`config.mk`:
```
export PLATFORM = sky130hd
export DESIGN_NAME = wb_lbp_ctrl
export DESIGN_NICKNAME = d
export VERILOG_FILES = /design/src/rtl/wb_lbp_ctrl.sv
export SDC_FILE = /design/constraint.sdc
export NUM_CORES = 1
export LEC_CHECK = 0
export BUFFER_PORTS_ARGS = -buffer_cell sky130_fd_sc_hd__buf_2
export CORE_MARGIN = 1
export CORE_UTILIZATION = 51
export CTS_CLUSTER_SIZE = 30
export DETAILED_ROUTE_END_ITERATION = 16
export HOLD_SLACK_MARGIN = 0.05
export PLACE_DENSITY = 0.8
export SYNTH_ARGS = -nofsm -noshare
export SYNTH_HDL_FRONTEND = slang
export SYNTH_SLANG_ARGS = --single-unit
```
`constraint.sdc`:
```
create_clock -name clk -period 4.4 [get_ports clk]
set_clock_uncertainty 0.15 [all_clocks]
set_input_delay 0.88 -clock clk [delete_from_list [all_inputs] [get_ports clk]]
set_output_delay 0.88 -clock clk [all_outputs]
set_load 0.01 [all_outputs]
```
`src/rtl/wb_lbp_ctrl.sv`:
```
// wb_lbp_ctrl: Wishbone regs (wbs_*), start/done controller (core_start/core_done/irq), channel outputs (core_ce/core_data/core_sel) and result FIFO (core_result)
module wb_lbp_ctrl #(
  parameter logic [3:0] BASE = 4'h3,
  parameter int NCH = 3,
  parameter int DW = 8,
  parameter int DEPTH = 4
) (
  input  logic            clk,
  input  logic            rst,
  input  logic            wbs_cyc_i,
  input  logic            wbs_stb_i,
  input  logic            wbs_we_i,
  input  logic [3:0]      wbs_sel_i,
  input  logic [31:0]     wbs_adr_i,
  input  logic [31:0]     wbs_dat_i,
  output logic            wbs_ack_o,
  output logic [31:0]     wbs_dat_o,
  output logic            core_start,
  output logic [NCH-1:0]  core_ce,
  output logic [NCH*DW-1:0] core_data,
  output logic [1:0]      core_sel,
  input  logic            core_done,
  input  logic [DW-1:0]   core_result,
  output logic            irq
);
  localparam int AW = $clog2(DEPTH);
  localparam int CW = AW + 1;
  typedef enum logic {IDLE, RUN} state_t;
  state_t state_q;
  logic ack_q, start_q, irq_en_q, done_q, ovf_q;
  logic [31:0] dat_q;
  logic [NCH-1:0] ce_q;
  logic [1:0] sel_q;
  logic [DW-1:0] data_q [NCH];
  logic [DW-1:0] mem_q [DEPTH];
  logic [AW-1:0] rd_q, wr_q;
  logic [CW-1:0] cnt_q;
  logic acc, wr, rd, empty, full, push, push_ok, pop, start, w1c;
  logic [7:0] off;
  logic [31:0] wmask, rdata;
  logic unused_ok;
  assign off = wbs_adr_i[7:0];
  assign acc = wbs_cyc_i & wbs_stb_i & (wbs_adr_i[31:28] == BASE) & ~ack_q;
  assign wr = acc & wbs_we_i;
  assign rd = acc & ~wbs_we_i;
  assign wmask = {{8{wbs_sel_i[3]}}, {8{wbs_sel_i[2]}}, {8{wbs_sel_i[1]}}, {8{wbs_sel_i[0]}}};
  assign empty = cnt_q == '0;
  assign full = cnt_q == CW'(DEPTH);
  assign push = core_done & (state_q == RUN);
  assign pop = rd & (off == 8'h10) & ~empty;
  assign push_ok = push & (~full | pop);
  assign start = wr & (off == 8'h00) & wbs_sel_i[0] & wbs_dat_i[0] & (state_q == IDLE);
  assign w1c = wr & (off == 8'h0C) & wbs_sel_i[0];
  assign unused_ok = &{1'b0, wbs_adr_i[27:8], wbs_dat_i, wmask};
  always_comb begin
    rdata = '0;
    if (off == 8'h00) rdata[1] = irq_en_q;
    if (off == 8'h04) rdata[NCH-1:0] = ce_q;
    if (off == 8'h08) rdata[1:0] = sel_q;
    if (off == 8'h0C) rdata[12:0] = {5'(cnt_q), 3'b000, ovf_q, full, empty, done_q, state_q == RUN};
    if (off == 8'h10 && !empty) rdata[DW-1:0] = mem_q[rd_q];
    for (int i = 0; i < NCH; i++)
      if (off == 8'(32 + 4 * i)) rdata[DW-1:0] = data_q[i];
  end
  always_ff @(posedge clk) begin
    if (rst) begin
      state_q <= IDLE;
      ack_q <= 1'b0;
      dat_q <= '0;
      start_q <= 1'b0;
      irq_en_q <= 1'b0;
      done_q <= 1'b0;
      ovf_q <= 1'b0;
      ce_q <= '0;
      sel_q <= '0;
      rd_q <= '0;
      wr_q <= '0;
      cnt_q <= '0;
      for (int i = 0; i < NCH; i++) data_q[i] <= '0;
      for (int i = 0; i < DEPTH; i++) mem_q[i] <= '0;
    end else begin
      ack_q <= acc;
      if (acc) dat_q <= wbs_we_i ? '0 : rdata;
      start_q <= start;
      state_q <= start ? RUN : push ? IDLE : state_q;
      if (wr && off == 8'h00 && wbs_sel_i[0]) irq_en_q <= wbs_dat_i[1];
      if (wr && off == 8'h04) ce_q <= (ce_q & ~wmask[NCH-1:0]) | (wbs_dat_i[NCH-1:0] & wmask[NCH-1:0]);
      if (wr && off == 8'h08 && wbs_sel_i[0]) sel_q <= wbs_dat_i[1:0];
      for (int i = 0; i < NCH; i++)
        if (wr && off == 8'(32 + 4 * i))
          data_q[i] <= (data_q[i] & ~wmask[DW-1:0]) | (wbs_dat_i[DW-1:0] & wmask[DW-1:0]);
      done_q <= push | (done_q & ~(w1c & wbs_dat_i[1]));
      ovf_q <= (push & full & ~pop) | (ovf_q & ~(w1c & wbs_dat_i[4]));
      if (push_ok) begin
        mem_q[wr_q] <= core_result;
        wr_q <= wr_q + 1'b1;
      end
      if (pop) rd_q <= rd_q + 1'b1;
      cnt_q <= cnt_q + CW'(push_ok) - CW'(pop);
    end
  end
  for (genvar g = 0; g < NCH; g++) begin : g_data
    assign core_data[g*DW +: DW] = data_q[g];
  end
  assign wbs_ack_o = ack_q;
  assign wbs_dat_o = dat_q;
  assign core_start = start_q;
  assign core_ce = ce_q;
  assign core_sel = sel_q;
  assign irq = done_q & irq_en_q;
endmodule

```
# Yosys cells after proc, flatten, opt, wreduce, memory -nomap -nowiden
# Memories as Yosys holds them, arrays and structs flattened. A register that Yosys moved wholly into a read port is not among the register bits.
# Cells that the tools add are included.
[word_totals]
regBits = 50
ramBits = 56
inputBits = 82
out_inout_bits = 64
word_cells = 122
memories = 2
[classes]
add_sub_neg = 4
eq_ne = 9
muxes = 33
bitwise_logic = 48
n_reduce_logical = 14
[memory_table]
columns = ["name", "depth", "width", "read_ports", "rd_ports_with_merged_regs", "wr", "line", "rtl"]
rows = [
  ["mem_q", 4, 8, 1, 1, 4, "35", "logic [DW-1:0] mem_q [DEPTH];"],
  ["data_q", 3, 8, 3, 0, 3, "34", "logic [DW-1:0] data_q [NCH];"],
]
[ops]
columns = ["op", "count"]
rows = [
  ["two-way mux 8 bit", 8],
  ["AND 8 bit", 4],
  ["== test 8 x 6 -> 1 bit, second input constant", 3],
  ["OR 8 bit", 3],
  ["AND 1 bit", 22],
  ["two-way mux 1 bit", 18],
  ["== test 8 x 4 -> 1 bit, second input constant", 2],
  ["two-way mux 13 bit", 1],
  ["two-way mux 11 bit", 1],
  ["logical AND 1 bit", 9],
  ["== test 8 x 3 -> 1 bit, second input constant", 1],
  ["== test 8 x 5 -> 1 bit, second input constant", 1],
  ["zero test 8 bit", 1],
  ["two-way mux 2 bit", 4],
  ["NOT 1 bit", 8],
  ["NOT 8 bit", 1],
  ["OR reduction 8 bit", 1],
  ["AND 3 bit", 2],
  ["OR 1 bit", 6],
  ["adder 2 x 1 -> 2 bit, second input constant", 2],
  ["== test 4 x 2 -> 1 bit, second input constant", 1],
  ["adder 3 x 1 -> 3 bit", 1],
  ["== test 3 bit, second input constant", 1],
  ["zero test 3 bit", 1],
  ["other kinds (6)", 6],
]

# Logic depth before layout (Yosys ltp)
# Gate-level depths: netlist of the first run.
[logic_depth]
word_depth = 13
ltp_mapped = 14
depth_no_buf = 13

# Worst setup path after synthesis of the first run
# OpenSTA, ideal clock, no wires.
[synth_timing]
kind = "input to register"
from = "input wbs_adr_i[3]"
to = "register cnt_q[2]"
setup_time_ns = 0.128
arrival_time_ns = 3.294
t_required_ns = 4.122
path_slack_ns = 0.828
stages = 14
n_path_buf = 1
cell_sequence = "clkbuf_1 nor4_1 nand3_1 o31a_1 nor2_1 inv_1 ha_1 inv_1 ha_1 inv_1 fa_1 xor2_1 xnor2_1 nor2_1"
[synth_between]
elab_chain_len = 7
[synth_rtl]
columns = ["item", "line", "rtl"]
rows = [
  ["from (decl)", "14", "input logic [31:0] wbs_adr_i,"],
  ["== test 8 x 5 -> 1 bit *", "50", "assign pop = rd & (off == 8'h10) & ~empty;"],
  ["AND 1 bit * (2 in series)", "50", ""],
  ["OR 1 bit", "51", "assign push_ok = push & (~full | pop);"],
  ["AND 1 bit", "51", ""],
  ["adder 3 x 1 -> 3 bit", "99", "cnt_q <= cnt_q + CW'(push_ok) - CW'(pop);"],
  ["subtractor 3 x 1 -> 3 bit *", "99", ""],
  ["to (signal assigned)", "99", ""],
  ["to (decl)", "37", "logic [CW-1:0] cnt_q;"],
]
# Mark *: on every way between the ends. The rest lies on a longest branch, timed or not.
# A chain may end at the register's enable or synchronous reset.

# Worst setup path in the final report of the first run
[layout_timing]
from = "input wbs_adr_i[1]"
to = "register cnt_q[2]"
# Same word-level chain as after synthesis.

==> summary.md, run 1 <==
| Metric | Value |
|---|---|
| Status | `finished, final reports clean` |
| First-pass GRT wire length | `16,000 µm` |
| Worst-path maximum fanout | `6` |
| Met3 wire len | `678 µm` |
| Gate Count Post-Synth | `411` |
| Post-CTS setup buffer count | `0` |
| Most frequent CP cell | `inv_1` |
| Clk Latency, worst-skew pair | `370 ps` |
| Wl on met1 | `4260 µm` |
| Initial DRC Count | `187` |
| Layout cells sized above 1 | `27.9%` |
| Crit share post-route | `82.9%` |
| PwrDens | `315 nW/µm²` |
| Pins Over Slew Limit | `0` |
| Endpoints failing hold | `0` |
| Total power draw | `0.00159 W` |
| Post_cts resized | `0` |
| Final Util | `60.4%` |
| Die span in x | `95.7 µm` |
| Met2 WL | `4920 µm` |
| Avg Cell Area, Syn | `10.9 µm²` |
| Crit path launch type | `input port` |
| Gr usage total | `23.4%` |
| Unique masters post-synth | `57` |
| Mapped cell area | `4470 µm²` |
| Cell family with most CP delay | `simple AND/OR/NAND/NOR gates` |
| Crit Path Class | `input port to register` |
| Area post-placement | `4830 µm²` |
| Starting Density | `53.6%` |
| WP buf/inv | `4` |
| I/O pins | `146` |
| Max_cap viols | `0` |
| Worst path cell trace | `buf_2, nor4_1, nand3_1, o31a_1, nor2_1, inv_1, ha_1, inv_1, ha_1, inv_1, fa_1, xor2_1, xnor2_1, nor2_1` |
| Max layer used | `met4` |
| Via density | `5.75` |
| CTS tree | `done` |
| Detailed Place HPWL | `7180 µm` |
| ANT nets after route | `0` |
| CTS Sinks | `87` |
| Routed WL per cell | `17.1 µm` |
| Max Fclk | `274 MHz` |
| Area of the die | `9150 µm²` |
| Worst path required time | `4480 ps` |
| Area delta synth->final | `12.6%` |
| GR Overflow Total | `0` |
| Final setup fails | `0` |
| Post-synth ARST share | `0%` |
| Die Ht | `95.7 µm` |
| Total CTS buffers | `9` |
| Synth Flop Type | `edfxtp_1` |
| Nets | `564` |
| Largest net degree at the start of global routing | `38` |
| H-Tree Depth | `3` |
| Max-slew headroom | `42.2%` |
| Initial antenna violation count | `0` |
| Vias in the first global route | `3,302` |
| IO buf count | `77` |
| RePlAce Congestion | `0.882` |
| Min Clock Period, post-route | `3650 ps` |
| Crit-path slowest cell | `nor4_1` |
| RSZ-0062 raised after global routing | `false` |
| #FFs+latches synth | `87` |
| Worst EP arrival | `3730 ps` |
| DRT Pass-1 Iters | `5` |
| Max IR drop VDD | `0.000208 V` |
| YS warnings | `0` |
| Setup TNS | `0 ps` |
| Number of synthesized flops with an enable pin | `56` |
| Clock Tree Buf Depth | `2` |
| CTS Hold Buffers Added | `0` |
| DRT Wirelength | `10,100 µm` |
| Fin area | `5040 µm²` |
| Sequential-to-total area share from yosys stat | `51.5%` |
| Worst setup EP type | `register` |
| Pleak | `1.99 nW` |
| Row count | `33` |
| Routed vias | `3,386` |
| Crit path largest cell delay | `420 ps` |
| Core area | `8340 µm²` |
| Root buffer cell | `clkbuf_8` |
| Tightest Hold Check Type | `register to register` |
| DRC violations left | `0` |
| Slew @ Worst Pin | `861 ps` |
| Ant diodes | `0` |
| Clk slew on worst S/H paths | `90 ps` |
| Min Hold Slack | `299 ps` |
==> through the flow <==
stage          setup slack, ps  std cells
5_1_grt                    541        589
6_report                   751        589
3_5_place_dp               406        573
3_3_place_gp               552        573
4_1_cts                    779        589
2_1_floorplan              828        431
==> Yosys cell counts (2+ instances only) <==
cell type  number  area share [%]
inv_1           8            0.67
a211o_1         2            0.39
mux4_2          8             4.0
nor2b_1         3            0.42
nand2b_1       28             3.9
a21oi_2        20             3.9
or2_2           3            0.42
a31o_2          3            0.59
and3_1          6            0.84
a32oi_1         2            0.39
nor2_1         20             1.7
o31ai_1         2            0.34
a32o_1          3            0.67
clkbuf_1       20             1.7
nor3b_1         3            0.50
o21ai_0        11             1.2
or3_1           8             1.1
nor4b_1         4            0.78
o32ai_1         2            0.39
nand2_1        26             2.2
a22oi_1         2            0.34
edfxtp_1       56              38
o211ai_1        3            0.50
buf_6           3            0.76
dfxtp_1        31              14
a21o_1          2            0.34
ha_1            2            0.56
buf_4          21             3.5
nand3_1         7            0.78
xnor2_1         3            0.59
a221o_1         3            0.67
a21oi_1        19             2.1
o22ai_1         3            0.42
or4_1           2            0.34
nor3_1          8            0.90
mux2i_1         7             1.6
nor4_1          2            0.28
and2_1         36             5.0
==> worst reg2reg max path: stages (launching register included) <==
cell     delay [ps]
dfxtp_1         460
or3_1           170
nand3_1         210
o31a_1          380
nor2_1          210
inv_1            70
ha_1            290
inv_1            60
ha_1            140
inv_1            50
fa_1            380
xor2_1          210
xnor2_1         150
nor2_1           50
==> flip-flops by register name (all words and copies together), names as in the netlist, named ones only <==
signal / flops
wbs_ack_o: 1
data_q: 24
mem_q: 32
wbs_dat_o: 11
rd_q: 2
core_start: 1
cnt_q: 3
done_q: 1
state_q: 1
irq_en_q: 1
ovf_q: 1
wr_q: 2
core_sel: 2
==> final timing paths <==
kind / from / endpoint / slack, ps / cells after the start
max: wbs_adr_i[1] / cnt_q[2]$_SDFF_PP0_ / 750 / 14
min: wbs_dat_o[9]$_SDFFE_PP0N_ / wbs_dat_o[9]$_SDFFE_PP0N_ / 300 / 2
max reg2reg: cnt_q[1]$_SDFF_PP0_ / cnt_q[2]$_SDFF_PP0_ / 1290 / 13
min reg2reg: wbs_dat_o[9]$_SDFFE_PP0N_ / wbs_dat_o[9]$_SDFFE_PP0N_ / 300 / 2
==> cells by family (layout without fill, tap and decap cells) <==
group | Yosys count | count (layout) | share of synthesized area [%]
AND/OR/NAND/NOR | 160 | 160 | 19.9
other | 1 | 21 | 0.0838
adder cells (fa/ha/maj) | 3 | 3 | 1.01
buffers and inverters | 54 | 107 | 6.82
XOR/XNOR | 4 | 4 | 0.783
AO/OA/AOI/OAI | 86 | 86 | 14.0
multiplexers | 16 | 16 | 5.85
flip-flops | 87 | 87 | 51.5
==> cell usage in the layout, fill, tap and decap left out, drive strengths merged, types with 9 or more instances in the layout <==
cell type,instances
buf,83
o21ai,11
inv,12
dfxtp,31
edfxtp,56
nand2b,28
and2,37
nand2,26
a21oi,39
conb,21
nor2,20
clkbuf,9
==> metal layers <==
layer	GRT usage, %	vias up
met5	0	-
met4	10.7	0
met3	4.39	20
met2	39.5	155
met1	29.1	1621
li1	-	1590
==> layout make-up <==
cell class,instances,area [µm²]
fill,711,3300
sequential,87,2300
multi-input combinational,290,1940
timing repair buffer,83,430
tap,105,131
clock buffer,9,124
clock inverter,7,78.8
inverter,8,30.0
==> report_power, final <==
group	total [W]	internal [W]	switching (W)
Sequential	0.000893	0.000883	0.0000102
Combinational	0.000109	0.0000366	0.0000724
Clock	0.000586	0.000271	0.000315
Note: power is estimated with default switching activity, not from simulation.
==> run 2, diff against run 1 <==
--- a/config.mk
+++ b/config.mk
@@ -7,11 +7,11 @@
 export LEC_CHECK = 0
 export BUFFER_PORTS_ARGS = -buffer_cell sky130_fd_sc_hd__buf_2
 export CORE_MARGIN = 1
-export CORE_UTILIZATION = 51
+export CORE_UTILIZATION = 46
 export CTS_CLUSTER_SIZE = 30
 export DETAILED_ROUTE_END_ITERATION = 16
 export HOLD_SLACK_MARGIN = 0.05
-export PLACE_DENSITY = 0.8
+export PLACE_DENSITY = 0.76
 export SYNTH_ARGS = -nofsm -noshare
 export SYNTH_HDL_FRONTEND = slang
 export SYNTH_SLANG_ARGS = --single-unit
==> constraint.sdc (replaced) <==
create_clock -name clk -period 3.1 [get_ports clk]
set_clock_uncertainty 0.15 [all_clocks]
set_input_delay 0.62 -clock clk [delete_from_list [all_inputs] [get_ports clk]]
set_output_delay 0.62 -clock clk [all_outputs]
set_load 0.01 [all_outputs]
==> summary.md, run 2 (synthesis results as in run 1) <==
| Metric | Value |
|---|---|
| Status | `finished, final reports clean` |
| Ant diodes | `0 (unchanged)` |
| PwrDens | `457 nW/µm² (+45%)` |
| WP buf/inv | `4 (unchanged)` |
| I/O pins | `146 (unchanged)` |
| DRT Pass-1 Iters | `4 (-1)` |
| Vias in the first global route | `3,134 (-5.1%)` |
| Worst path required time | `3190 ps (-1290 ps)` |
| Clk Latency, worst-skew pair | `370 ps (about the same)` |
| First-pass GRT wire length | `16,500 µm (+2.8%)` |
| Max IR drop VDD | `0.000247 V (+19%)` |
| Area delta synth->final | `19.1%` |
| Pre-CTS setup slack | `-197 ps (-603 ps)` |
| Core area | `9330 µm² (+12%)` |
| Area of the die | `10,100 µm² (+11%)` |
| Pleak | `2.13 nW (+7.2%)` |
| Fin area | `5330 µm² (+5.8%)` |
| Post_cts resized | `0 (unchanged)` |
| Total CTS buffers | `9 (unchanged)` |
| H-Tree Depth | `3 (unchanged)` |
| Max reg flops | `32 (unchanged)` |
| Worst path cell trace | `buf_2, nor4b_2, nand3_2, o31a_1, nor2_2, inv_1, ha_1, inv_1, ha_1, inv_1, fa_1, xor2_1, xnor2_1, nor2_1` |
| Largest net degree at the start of global routing | `28 (-26%)` |
| Initial antenna violation count | `0 (unchanged)` |
| Worst reg2reg path endpoint | `cnt_q[2]$_SDFF_PP0_` |
| Gr usage total | `21.8% (-1.6 points)` |
| Hold_sp | `wbs_dat_o[9]$_SDFFE_PP0N_` |
| CTS tree | `done` |
| Worst EP arrival | `2980 ps (-750 ps)` |
| Die span in x | `101 µm (+5.2%)` |
| Clk slew on worst S/H paths | `80 ps (about the same)` |
| Slew @ Worst Pin | `552 ps (-309 ps)` |
| Max Fclk | `346 MHz` |
| Worst setup EP type | `register` |
| Reg2Reg Setup Slack | `300 ps (-990 ps)` |
| Starting Density | `48.0% (-5.7 points)` |
| Root buffer cell | `clkbuf_8` |
| End point of the critical path | `cnt_q[2]$_SDFF_PP0_` |
| Cell family with most CP delay | `adder cells` |
| RePlAce Congestion | `0.900 (+2.0%)` |
| GR Overflow Total | `0 (unchanged)` |
| Critical path origin | `wbs_adr_i[5]` |
| Crit path largest cell delay | `380 ps (-40 ps)` |
| RSZ-0062 raised after global routing | `false` |
| DRC violations left | `0 (unchanged)` |
| Levels on crit path | `14 (unchanged)` |
| Final setup fails | `0 (unchanged)` |
| Crit Path Class | `input port to register` |
| Crit path launch type | `input port` |
| Row count | `35 (+6.1%)` |
| CTS Sinks | `87 (unchanged)` |
| Endpoints failing hold | `0 (unchanged)` |
| Max-slew headroom | `63.2% (+21 points)` |
| Via density | `5.44 (-5.4%)` |
| Layout cells sized above 1 | `32.3% (+4.4 points)` |
| Initial DRC Count | `187 (unchanged)` |
| Nets | `588 (+4.3%)` |
| Area post-placement | `5080 µm² (+5.1%)` |
| Worst setup margin | `209 ps (-541 ps)` |
| Max_cap viols | `0 (unchanged)` |
| Detailed Place HPWL | `7810 µm (+8.8%)` |
| Most frequent CP cell | `inv_1` |
| Min Clock Period, post-route | `2890 ps` |
| CTS Hold Buffers Added | `0 (unchanged)` |
| Pins Over Slew Limit | `0 (unchanged)` |
| Top reg by flops | `mem_q` |
| Worst-path maximum fanout | `2 (-4)` |
| Post-CTS setup buffer count | `0 (unchanged)` |
| Crit-path slowest cell | `fa_1` |
| IO buf count | `77 (unchanged)` |
| Crit share post-route | `93.2%` |
| Die Ht | `101 µm (+5.2%)` |
| Worst r2r path cells | `13 (unchanged)` |
| Reg-to-Reg Start | `cnt_q[1]$_SDFF_PP0_` |
| Most common cell after layout, fill and taps aside | `buf_2` |
| Final Util | `57.1% (-3.3 points)` |
| DRT Wirelength | `10,600 µm (+5.3%)` |
| Tightest Hold Check Type | `register to register` |
| Routed WL per cell | `16.6 µm (-2.6%)` |
| Routed vias | `3,466 (+2.4%)` |
| Commonest non-fill, non-tap cells in the layout | `buf_2 (77), edfxtp_1 (56), and2_1 (36)` |
| Clock Tree Buf Depth | `2 (unchanged)` |
| ANT nets after route | `0 (unchanged)` |
[run 2: tightest hold or removal path, delay by kind of cell, from the launching register on]
kind | cells | cell delay [ps]
flops | 1 | 310
compound gates | 1 | 50
simple gates | 1 | 50
[run 2: layout make-up]
cell class	instances	area, µm²
fill	828	4000
sequential	87	2300
multi-input combinational	290	1980
inverter	8	30.0
tap	129	161
clock buffer	9	124
timing repair buffer	107	611
clock inverter	7	125
[run 2: metrics by stage]
step / hold WS, ps / power (W) / std cells / TNS (ps)
final: 311 / 0.00243 / 637 / 0
after CTS: 313 / 0.00245 / 637 / 0
after detailed placement: 302 / 0.00147 / 621 / -341
after global placement: 292 / 0.00146 / 621 / -103
after global routing: 330 / 0.00251 / 637 / 0
after floorplan: 304 / 0.00140 / 431 / 0
[run 2: worst min-delay path by stage]
stage | end | depth (start not counted)
floorplan | ovf_q$_SDFF_PP0_ | 2
global placement | wbs_dat_o[9]$_SDFFE_PP0N_ | 2
detailed placement | wbs_dat_o[10]$_SDFFE_PP0N_ | 2
CTS | wbs_dat_o[10]$_SDFFE_PP0N_ | 2
global route | wbs_dat_o[8]$_SDFFE_PP0N_ | 2
finish | wbs_dat_o[9]$_SDFFE_PP0N_ | 2
[run 2: metal layers]
| metal | part of all wire [%] | wire (µm) | GRT usage [%] |
|---|---|---|---|
| met5 | 0 | 0 | 0 |
| met4 | 1.6 | 169 | 8.47 |
| met3 | 5.6 | 593 | 3.40 |
| met2 | 50 | 5310 | 37.2 |
| met1 | 43 | 4530 | 27.9 |
[run 2: where the power goes]
part           internal [W]  total, W  switching (W)  leakage [nW]
Sequential          0.00125   0.00127      0.0000143         0.827
Combinational     0.0000636  0.000173       0.000110          1.18
Clock              0.000545  0.000995       0.000449         0.125
